### config.mk
export PLATFORM = sky130hd
export DESIGN_NAME = icache_flat
export DESIGN_NICKNAME = d
export VERILOG_FILES = /design/src/rtl/icache_if.sv /design/src/rtl/icache.sv /design/src/flat_wrapper.sv
export SDC_FILE = /design/constraint.sdc
export NUM_CORES = 1
export LEC_CHECK = 0
export ABC_AREA = 0
export CAP_MARGIN = 15
export CORE_MARGIN = 2
export CORE_UTILIZATION = 40
export CTS_CLUSTER_DIAMETER = 80
export DETAILED_ROUTE_END_ITERATION = 6
export GPL_ROUTABILITY_DRIVEN = 0
export GPL_TIMING_DRIVEN = 0
export PLACE_DENSITY = 0.66
export SETUP_SLACK_MARGIN = 0.2
export SKIP_CTS_REPAIR_TIMING = 1
export SKIP_LAST_GASP = 1
export SYNTH_ARGS = -nofsm -noshare
export SYNTH_HDL_FRONTEND = slang
export SYNTH_SLANG_ARGS = --single-unit
### constraint.sdc
create_clock -name CLK -period 7.6 [get_ports CLK]
set_input_delay 0.76 -clock CLK [delete_from_list [all_inputs] [get_ports CLK]]
set_output_delay 0.76 -clock CLK [all_outputs]
set_load 0.03 [all_outputs]
### src/rtl/icache_if.sv
// ---------------------------------------------------------------------------
// icache_if
//   Groups the instruction-fetch request/response signals and the memory
//   controller instruction port used by the icache.
//
//   Fetch side : imemREN, imemaddr (request)  -> ihit, imemload (response)
//   Memory side: iREN, iaddr (read request)   <- iwait, iload (fill data)
//
//   slave  : the cache's view (consumes requests, drives responses/reads)
//   master : the environment's view (fetch stage + memory controller)
// ---------------------------------------------------------------------------
interface icache_if;
  logic        imemREN;
  logic [31:0] imemaddr;
  logic        ihit;
  logic [31:0] imemload;
  logic        iREN;
  logic [31:0] iaddr;
  logic        iwait;
  logic [31:0] iload;

  modport slave (
    input  imemREN, imemaddr, iwait, iload,
    output ihit, imemload, iREN, iaddr
  );

  modport master (
    output imemREN, imemaddr, iwait, iload,
    input  ihit, imemload, iREN, iaddr
  );
endinterface

### src/rtl/icache.sv
// ---------------------------------------------------------------------------
// icache
//   Direct-mapped, read-only instruction cache, one 32-bit word per frame.
//   Hits are answered combinationally in the same cycle; a miss latches the
//   word address, issues a single-word read to memory and fills the frame
//   in the first FETCH cycle with iwait low. The word then hits in the
//   following IDLE cycle.
//
//   Ports:
//     CLK        rising-edge clock
//     nRST       asynchronous active-low reset
//     bus        icache_if.slave: imemREN/imemaddr in, ihit/imemload out,
//                iREN/iaddr out, iwait/iload in
//     hit_count  saturating count of cycles with ihit=1
//     miss_count saturating count of misses (IDLE->FETCH transitions)
// ---------------------------------------------------------------------------
module icache #(
  parameter int SETS  = 16,
  parameter int IDX_W = 4,
  parameter int CNT_W = 32
) (
  input  logic             CLK,
  input  logic             nRST,
  icache_if.slave          bus,
  output logic [CNT_W-1:0] hit_count,
  output logic [CNT_W-1:0] miss_count
);

  localparam int TAG_W = 30 - IDX_W;

  typedef enum logic {IDLE, FETCH} state_t;

  state_t            state;
  logic [SETS-1:0]   valid;
  logic [TAG_W-1:0]  tag_mem  [SETS];
  logic [31:0]       data_mem [SETS];
  logic [29:0]       miss_addr;   // {tag, idx} of the outstanding miss
  logic              iren_r;

  logic [IDX_W-1:0]  req_idx;
  logic [TAG_W-1:0]  req_tag;
  logic [IDX_W-1:0]  miss_idx;
  logic [TAG_W-1:0]  miss_tag;
  logic              hit;
  logic              fill;
  logic              unused_offset;

  function automatic logic [CNT_W-1:0] sat_inc(input logic [CNT_W-1:0] v);
    return (&v) ? v : v + {{(CNT_W-1){1'b0}}, 1'b1};
  endfunction

  assign req_idx  = bus.imemaddr[IDX_W+1:2];
  assign req_tag  = bus.imemaddr[31:IDX_W+2];
  assign miss_idx = miss_addr[IDX_W-1:0];
  assign miss_tag = miss_addr[29:IDX_W];

  // Byte offset within the word is irrelevant for word fetches.
  assign unused_offset = ^bus.imemaddr[1:0];

  // Lookups are suppressed during FETCH so a redirected fetch cannot hit
  // while the memory read for the older miss is still in flight.
  assign hit  = (state == IDLE) && bus.imemREN && valid[req_idx] &&
                (tag_mem[req_idx] == req_tag);
  assign fill = (state == FETCH) && !bus.iwait;

  assign bus.ihit     = hit;
  assign bus.imemload = hit ? data_mem[req_idx] : 32'h0;
  assign bus.iREN     = iren_r;
  assign bus.iaddr    = {miss_addr, 2'b00};

  // Control state, valid bits and counters: cleared by reset.
  always_ff @(posedge CLK or negedge nRST) begin
    if (!nRST) begin
      state      <= IDLE;
      miss_addr  <= '0;
      iren_r     <= 1'b0;
      valid      <= '0;
      hit_count  <= '0;
      miss_count <= '0;
    end else begin
      if (hit) hit_count <= sat_inc(hit_count);
      case (state)
        IDLE: begin
          if (bus.imemREN && !hit) begin
            miss_addr  <= bus.imemaddr[31:2];
            miss_count <= sat_inc(miss_count);
            iren_r     <= 1'b1;
            state      <= FETCH;
          end
        end
        FETCH: begin
          // The read cannot be aborted: completes for the latched address
          // regardless of what the fetch stage is asking for now.
          if (!bus.iwait) begin
            valid[miss_idx] <= 1'b1;
            iren_r          <= 1'b0;
            state           <= IDLE;
          end
        end
        default: begin
          iren_r <= 1'b0;
          state  <= IDLE;
        end
      endcase
    end
  end

  // Tag/data arrays carry no reset; the valid bits qualify them.
  always_ff @(posedge CLK) begin
    if (fill) begin
      tag_mem[miss_idx]  <= miss_tag;
      data_mem[miss_idx] <= bus.iload;
    end
  end

endmodule

### src/flat_wrapper.sv
// flat-port wrapper written by rule: the top's interface ports become plain ports
module icache_flat 
#(
  parameter int SETS  = 16,
  parameter int IDX_W = 4,
  parameter int CNT_W = 32
)
  (CLK, nRST, hit_count, miss_count, bus_imemREN, bus_imemaddr, bus_iwait, bus_iload, bus_ihit, bus_imemload, bus_iREN, bus_iaddr);
  icache_if bus_i ();
  input  logic CLK;
  input  logic nRST;
  output logic [CNT_W-1:0] hit_count;
  output logic [CNT_W-1:0] miss_count;
  input wire logic [$bits(bus_i.imemREN)-1:0] bus_imemREN;
  input wire logic [$bits(bus_i.imemaddr)-1:0] bus_imemaddr;
  input wire logic [$bits(bus_i.iwait)-1:0] bus_iwait;
  input wire logic [$bits(bus_i.iload)-1:0] bus_iload;
  output wire logic [$bits(bus_i.ihit)-1:0] bus_ihit;
  output wire logic [$bits(bus_i.imemload)-1:0] bus_imemload;
  output wire logic [$bits(bus_i.iREN)-1:0] bus_iREN;
  output wire logic [$bits(bus_i.iaddr)-1:0] bus_iaddr;
  assign bus_i.imemREN = bus_imemREN;
  assign bus_i.imemaddr = bus_imemaddr;
  assign bus_i.iwait = bus_iwait;
  assign bus_i.iload = bus_iload;
  assign bus_ihit = bus_i.ihit;
  assign bus_imemload = bus_i.imemload;
  assign bus_iREN = bus_i.iREN;
  assign bus_iaddr = bus_i.iaddr;
  icache #(.SETS(SETS), .IDX_W(IDX_W), .CNT_W(CNT_W)) u_core (.CLK(CLK), .nRST(nRST), .bus(bus_i), .hit_count(hit_count), .miss_count(miss_count));
endmodule
### After elaboration in Yosys (flattened, before gate mapping)

Memory sizes are Yosys's and may differ from the RTL's.
Cells that the tools add are included.
W data, S select, Z words.

| storage, ports and cells | value |
|---|---|
| flip-flop bits (word level) | 112 |
| memory bits (writable) | 928 |
| input bits | 68 |
| memories kept | 2 |

| cells by class | value |
|---|---|
| add/sub/neg operators | 2 |
| magnitude comparators | 3 |
| equal/unequal tests | 3 |
| multiplexer cells | 13 |
| bitwise gates (word level) | 5 |
| reductions and logical operators | 15 |

Memory list:

| memory | depth | width | read ports | clocked after memory_dff | wr ports | line | RTL |
|---|---|---|---|---|---|---|---|
| u_core.data_mem | 16 | 32 | 1 | 0 | 1 | icache.sv:36 | `logic [31:0] data_mem [SETS];` |
| u_core.tag_mem | 16 | 26 | 1 | 0 | 1 | icache.sv:35 | `logic [TAG_W-1:0] tag_mem [SETS];` |

Operators by type and width:

| cell | count |
|---|---|
| $add A32 B1 Y32 const B | 2 |
| $reduce_and A32 Y1 | 2 |
| $mux W32 | 1 |
| $eq A26 B26 Y1 | 1 |
| $or A16 B16 Y16 | 1 |
| $lt A4 B5 Y1 const B | 2 |
| $mux W1 | 8 |
| $reduce_and A2 Y1 | 4 |
| $logic_and A1 B1 Y1 | 6 |
| $bmux W1 S4 | 1 |
| $demux W1 S4 | 1 |
| $ge A4 B1 Y1 const B | 1 |
| $ne A2 B2 Y1 const B | 2 |
| $not A1 Y1 | 4 |
| $pmux W1 S2 | 2 |
| $reduce_and A3 Y1 | 1 |
| $logic_not A1 Y1 | 2 |

### Logic depth before layout (Yosys ltp)

Gate-level depths: netlist of the first run.

| logic depth | value |
|---|---|
| depth after elaboration | 8 |
| depth in mapped cells | 17 |
| mapped depth without buffers | 9 |

### Worst setup path before layout of the first run

OpenSTA, ideal clock, no wires.

| timing path | value |
|---|---|
| path kind | input-to-reg |
| start point | input bus_iwait |
| end point | register u_core.valid[0] |
| setup time | 0.089 ns |
| arrival | 5.734 ns |
| data required time | 7.511 ns |
| path slack | 1.777 ns |
| cell stages on the path | 4 |
| path buffers | 0 |
| path through | nand2b_1 or3_1 nor3_1 or2_2 |

| on the way | value |
|---|---|
| word-level cells in the longest chain between the ends | 2 |

RTL lines:

| element | line | RTL |
|---|---|---|
| start, declared | flat_wrapper.sv:16 | `input wire logic [$bits(bus_i.iwait)-1:0] bus_iwait;` |
| $not A1 Y1 (no source line) | n/a |  |
| $reduce_and A2 Y1 (no source line) | n/a |  |
| end signal, assigned | icache.sv:77 | `valid <= '0;` |
| end signal, assigned by index | icache.sv:95 | `valid[miss_idx] <= 1'b1;` |
| end, declared | icache.sv:34 | `logic [SETS-1:0] valid;` |

No other way between the ends.
A chain may end at the register's enable or synchronous reset.

### Worst setup path after layout of the first run

| timing path | value |
|---|---|
| start point | input bus_imemaddr[2] |
| end point | output bus_imemload[31] |

| on the way | value |
|---|---|
| word-level cells in the longest chain between the ends | 5 |

RTL lines:

| element | line | RTL |
|---|---|---|
| start, declared | flat_wrapper.sv:15 | `input wire logic [$bits(bus_i.imemaddr)-1:0] bus_imemaddr;` |
| branches (longest 4 deep; another with $mem_v2 Z16 W26) | n/a |  |
| $mux W32 (*) | icache.sv:67 | `assign bus.imemload = hit ? data_mem[req_idx] : 32'h0;` |
| end, declared | flat_wrapper.sv:19 | `output wire logic [$bits(bus_i.imemload)-1:0] bus_imemload;` |

Every way passes the cells marked *. The select of a mux whose other input is x is not followed.

==> results of run 1 <==
[synthesized netlist by cell type, types with 22 or more instances]
cell	count	area share, %
buf_2	35	0.43
and3_1	27	0.41
nand3_1	33	0.40
nand4_1	22	0.34
nand2_1	55	0.50
a22oi_1	23	0.42
mux2i_1	50	1.2
mux4_2	245	13
xor2_1	34	0.73
nor2b_1	43	0.66
mux2_2	35	0.96
edfxtp_1	928	68
clkbuf_1	31	0.28
xnor2_1	48	1.0
dfrtp_1	112	6.8
nor2_1	32	0.29
[routing by layer]
| layer | vias up | wire (µm) | track usage (%) |
|---|---|---|---|
| met5 | - | 65 | 0 |
| met1 | 11200 | 40800 | 26.3 |
| met2 | 904 | 52400 | 33.6 |
| met3 | 169 | 7990 | 4.08 |
| met4 | 10 | 2590 | 5.65 |
| li1 | 8761 | - | - |
[registers in the layout, indices dropped and copies added (netlist names)]
register           count
u_core.data_mem      512
u_core.tag_mem       416
u_core.hit_count      32
u_core.miss_count     32
u_core.miss_addr      30
u_core.valid          16
u_core.bus.iREN        1
u_core.state           1
[cell families (layout without fill, tap and decap cells)]
logic type / after synthesis / count (layout)
adders and majority gates: 2 / 2
muxes: 342 / 342
other: 1 / 6
and+or+nand+nor: 313 / 313
xor gates and xnor gates: 84 / 84
DFF: 1040 / 1040
AOI/OAI and AO/OA: 61 / 61
buffers and inverters: 97 / 552
[metrics by stage]
step	cells	utilization, %	cell area, µm²	setup TNS, ns
2_1_floorplan	1941	-	41000	0
3_3_place_gp	3499	43.8	44600	-1302.06
3_5_place_dp	3572	45.2	45900	-0.290
4_1_cts	3764	48.5	49400	-0.435
5_1_grt	3766	48.5	49400	0
6_report	3768	48.5	49400	0
[power groups by stage]
stage	clock network, mW	logic, mW	registers [mW]
after floorplan	0	0.501	6.95
after global placement	0	1.02	6.92
after detailed placement	0	1.09	6.92
after CTS	5.20	1.09	6.80
after global routing	5.44	1.14	6.84
final	5.13	1.08	6.81
[worst min path at each step]
stage	startpoint	end	slack, ns
floorplan	u_core.valid[10]	u_core.valid[10]	0.43
global placement	u_core.valid[5]	u_core.valid[5]	0.45
detailed placement	u_core.valid[9]	u_core.valid[9]	0.45
CTS	nRST	u_core.miss_addr[18]	-0.006
global route	nRST	u_core.miss_addr[10]	0.03
finish	nRST	u_core.miss_addr[10]	0.01
[layout make-up]
cell class                 count  area (µm²)  area share [%]
buffer                        92         548            1.11
sequential                  1040       30700            62.1
inverter                       5        18.8          0.0380
timing repair buffer         263        3140            6.37
clock buffer                 131        2690            5.45
clock inverter                61         717            1.45
antenna                        4        10.0          0.0203
tap                         1368        1710            3.47
multi-input combinational    804        9870            20.0
[worst max-delay path, stage by stage]
cell	delay (ns)
clkdlybuf4s50_1	0.57
buf_6	0.23
clkbuf_4	0.40
clkbuf_4	0.38
clkbuf_4	0.39
mux2i_1	0.29
xor2_1	0.18
o2111ai_1	0.15
o41ai_1	0.20
and4_1	0.42
nand4_2	0.30
buf_6	0.26
buf_2	0.34
buf_2	0.35
nor2b_1	0.41
clkdlybuf4s50_1	0.77
==> summary.txt, run 1 <==
Die
  – Die width: 324 µm
  – Die height: 324 µm
  – Std-Cell Rows: 117
  – Initial Util: 40.3%
  – Ports: 198
  – DIE AREA: 105000 µm²
  – CORE AREA: 102000 µm²

Worst setup path
  – Worst Setup Start Kind: primary input
  – R2r startpoint: u_core.tag_mem[3][24]
  – FF-to-FF End: u_core.miss_addr[16]
  – Worst r2r path cells: 10
  – Endpoint class of the critical path: output pin
  – Crit path kind: primary input to output pin
  – CP arrival: 6.46 ns
  – Critical Path Source: bus_imemaddr[2]
  – R2r setup slk: 3.21 ns
  – Worst-path maximum fanout: 10
  – Critical Path Sink: bus_imemload[31]
  – Critical path required time: 6.84 ns

Synthesis
  – Adder-Cell Fraction of Synth Area: 0.0611%
  – Simple-Gate Fraction of Synth Area: 4.36%
  – Largest family of logic cells by synthesized area: multiplexers
  – Mean cell area of the mapped netlist: 21.1 µm²
  – Register area share after synthesis: 74.8%
  – Syn Std Cell Area: 41000 µm²
  – Asr flop ratio synth: 10.8%
  – Post-synth EDFFs: 928
  – Post-Synthesis Cells: 1940
  – Post-synthesis xor/xnor area fraction: 1.83%
  – Post-synthesis compound-gate area fraction: 1.13%
  – Ys flop type: edfxtp_1
  – Yosys warning count: 0
  – Flops & latches, synth: 1040
  – Yosys cell types: 63
  – Post-synthesis mux area share: 16.4%

Routing
  – Post-DRT Antenna Nets: 0
  – Final WL: 104000 µm
  – First DRT Iteration DRCs: 2341
  – Via density: 5.57
  – Initial DRT Pass Iterations: 5
  – Vias after detailed routing: 21000
  – Drt drc: 0
  – WL/cell: 27.6 µm

GRT
  – Vias in the first global route: 21400
  – First-pass GRT wire length: 150000 µm
  – GR Overflow Total: 0
  – Initial antenna violation count: 9
  – GRT Total Usage: 20.0%
  – Largest net degree at the start of global routing: 78

Clock network
  – Clock Tree Buf Depth: 3
  – Clk_lat worst skew: 0.69 ns
  – Clock transition at the registers of the reported paths: 0.06 ns
  – H-Tree Level Count: 3
  – Clk sinks: 1040
  – TritonCTS buffer count: 102
  – CTS tree: built
  – Root buf cell: clkbuf_16

STA
  – Worst hold slack: 0.0127 ns
  – Final max-slew violation count: 0
  – Post-layout worst setup margin: 0.384 ns
  – Clock skew: 0.0431 ns
  – RSZ-0062 raised after global routing: false
  – Fin crit period: 7.22 ns
  – Achievable Freq: 0.139 GHz
  – Fin. Hold Viols: 0
  – Worst Tran Pin Value: 1.26 ns
  – Fin crit share: 94.9%
  – Slew headroom: 16.1%
  – Final setup viols: 0

Finish
  – Fillers: 8230
  – Share of layout cells above drive strength 1: 25.6%
  – Final nets: 2378
  – Commonest cells after routing, fill and taps aside: 928 x edfxtp_1, 245 x mux4_2, 189 x clkdlybuf4s50_1
  – Area added between synthesis and finish: 20.5%
  – Commonest non-fill, non-tap cell in the layout: edfxtp_1

Power
  – Static Leakage: 16.3 nW
  – Clock Power Share: 39.4%
  – Combinational share of power: 8.3%
  – Max VDD drop: 0.219 mV
  – Net Sw Frac: 22.8%
  – Internal power: 10.0 mW
  – Power Dens Cells: 263 nW/µm²
  – Sequential fraction of design power: 52.3%
  – Sw Pwr: 2.96 mW
  – Pwr Total: 13.0 mW

Job
  – Maxcap violations: 0

Min path
  – Worst Hold Class: primary input to asynchronous set/reset pin

Placed design
  – IO buf count: 190
  – Dpl hpwl: 68500 µm
  – Pre-CTS WS: -0.0909 ns

Status
  – Outcome: completed
Power figures use the tool's default switching activity.
==> inputs of run 2 (changes only) <==
--- a/config.mk
+++ b/config.mk
@@ -7,7 +7,6 @@
 export LEC_CHECK = 0
 export ABC_AREA = 0
 export CAP_MARGIN = 15
-export CORE_MARGIN = 2
 export CORE_UTILIZATION = 40
 export CTS_CLUSTER_DIAMETER = 80
 export DETAILED_ROUTE_END_ITERATION = 6
==> run 2 against run 1 <==
The run now ends with hold timing left. First-iteration DRC count rose by 11%. Critical path type unchanged. Core utilization barely moved. Critical path depth is the same.
==> summary.txt, run 2 (synthesized netlist as in run 1, its figures left out) <==
Status
  – Failing checks: hold timing
  – Outcome: finished, violations left

Power
  – Pwr Total: 12.8 mW
  – Max VDD drop: 0.207 mV
  – Static Leakage: 16.3 nW
  – Power Dens Cells: 260 nW/µm²

STA
  – Final max-slew violation count: 0
  – Achievable Freq: 0.141 GHz
  – Worst hold slack: -0.0185 ns
  – Slew headroom: 20.4%
  – Setup TNS Final: 0 ns
  – Worst Tran Pin Value: 1.19 ns
  – Clock skew: 0.0368 ns
  – Fin crit period: 7.11 ns
  – Final setup viols: 0
  – RSZ-0062 raised after global routing: false
  – Fin. Hold Viols: 16
  – Fin crit share: 93.6%

Finish
  – Max reg flops: 512
  – Share of layout cells above drive strength 1: 25.4%
  – Commonest non-fill, non-tap cell in the layout: edfxtp_1
  – Commonest cells after routing, fill and taps aside: 928 x edfxtp_1, 245 x mux4_2, 189 x clkdlybuf4s50_1
  – Biggest register: u_core.data_mem
  – Area added between synthesis and finish: 20.4%
  – Top flop regs: u_core.data_mem: 512 flops, u_core.tag_mem: 416 flops
  – Final nets: 2378
  – Antenna Cells: 0

Clock network
  – Clk_lat worst skew: 0.69 ns
  – H-Tree Level Count: 3
  – TritonCTS buffer count: 101
  – Clock Tree Buf Depth: 3
  – Root buf cell: clkbuf_16
  – Clk sinks: 1040
  – Clock transition at the registers of the reported paths: 0.06 ns
  – CTS tree: built

Placed design
  – Dpl hpwl: 69000 µm
  – IO buf count: 190

Routing
  – First DRT Iteration DRCs: 2602
  – Initial DRT Pass Iterations: 5
  – Final WL: 106000 µm
  – Post-DRT Antenna Nets: 0
  – Vias after detailed routing: 21400
  – Via density: 5.68
  – WL/cell: 28.2 µm
  – Drt drc: 0

Worst setup path
  – Worst Setup Start Kind: primary input
  – Crit path kind: primary input to output pin
  – Slowest stage delay, CP: 0.76 ns
  – CP Cell Sequence: clkdlybuf4s50_1, buf_6, clkbuf_4, buf_2, clkbuf_4, mux2i_1, xor2_1, o2111ai_1, o41ai_1, and4_1, nand4_2, buf_6, buf_2, clkbuf_1, nor2b_1, clkdlybuf4s50_1
  – Worst r2r path cells: 10
  – Critical Path Source: bus_imemaddr[2]
  – Critical path required time: 6.84 ns
  – Critical Path Sink: bus_imemload[29]
  – Slowest-stage cell, CP: clkdlybuf4s50_1
  – Endpoint class of the critical path: output pin
  – Worst-path maximum fanout: 10
  – CP arrival: 6.35 ns
  – FF-to-FF End: u_core.miss_addr[5]
  – R2r setup slk: 3.21 ns
  – R2r startpoint: u_core.tag_mem[1][24]

Die
  – Initial Util: 40.3%
  – CORE AREA: 102000 µm²
  – Die height: 322 µm
  – Die width: 322 µm
  – Std-Cell Rows: 117
  – DIE AREA: 104000 µm²
  – Ports: 198

GRT
  – Initial antenna violation count: 5
  – Largest net degree at the start of global routing: 80
  – First-pass GRT wire length: 152000 µm
  – GR Overflow Total: 0
  – Vias in the first global route: 21900
  – GRT Total Usage: 20.5%

Job
  – Maxcap violations: 0

Min path
  – Worst Hold Class: primary input to asynchronous set/reset pin
## run 2: cell types whose count changed in the layout (fill, tap and decap cells not counted), moves of 2 or more
| cell | change |
|---|---|
| clkbuf_8 | +11 |
| clkinv_2 | -4 |
| inv_16 | -2 |
| bufinv_16 | -9 |
| inv_8 | +2 |
| buf_16 | +11 |
| clkinv_1 | -2 |
| clkinvlp_4 | -5 |
| buf_12 | -7 |
| clkbuf_1 | +3 |
| diode_2 | -4 |
| buf_4 | +4 |
| buf_6 | -7 |
## run 2: metrics by stage
step | cells | instance area [µm²] | utilization (%) | setup WS, ns
after CTS | 3762 | 49300 | 48.5 | -0.118
after detailed placement | 3573 | 46100 | 45.3 | -0.121
after global routing | 3762 | 49300 | 48.5 | 0.263
after floorplan | 1941 | 41000 | - | 1.78
after global placement | 3499 | 44600 | 43.8 | -4.60
final | 3762 | 49300 | 48.5 | 0.486
## run 2: per-layer routing
metal  vias to the layer above  GRT usage, %  wire, µm  part of all wire, %
li1                       8752             -         -                    -
met1                     11400          27.9     42400                   40
met2                      1034          34.1     52600                   50
met3                       160          3.89      8710                  8.2
met4                        10          5.06      2280                  2.1
met5                         -             0        63                0.059
## run 2: cell type report
| class | instances | area, µm² |
|---|---|---|
| Timing Repair Buffer | 264 | 3260 |
| Sequential cell | 1040 | 30700 |
| Fill cell | 8189 | 52400 |
| Clock buffer | 146 | 2860 |
| Buffer | 92 | 546 |
| Tap cell | 1368 | 1710 |
| Inverter | 5 | 18.8 |
| Clock inverter | 43 | 410 |
| Multi-Input combinational cell | 804 | 9870 |
## run 2: worst min-delay path by stage
stage,startpoint,end,slack (ns),cells past startpoint
global placement,u_core.valid[14],u_core.valid[14],0.45,1
floorplan,u_core.valid[10],u_core.valid[10],0.43,1
global route,nRST,u_core.hit_count[22],0.004,1
detailed placement,u_core.valid[6],u_core.valid[6],0.45,1
finish,nRST,u_core.hit_count[22],-0.02,1
CTS,nRST,u_core.hit_count[0],-0.03,1
## run 2: power by group
part	internal [mW]	total (mW)	switching, mW
Clock	2.80	4.94	2.14
Combinational	0.481	1.09	0.604
Sequential	6.58	6.81	0.231
Total	9.85	12.8	2.98
## run 2: worst max-delay path, delay by kind of cell
family,cells,cell delay (ns)
compound gates,2,0.32
xor+xnor,1,0.17
buf+inv,9,3.58
mux,1,0.30
simple gates,3,1.15
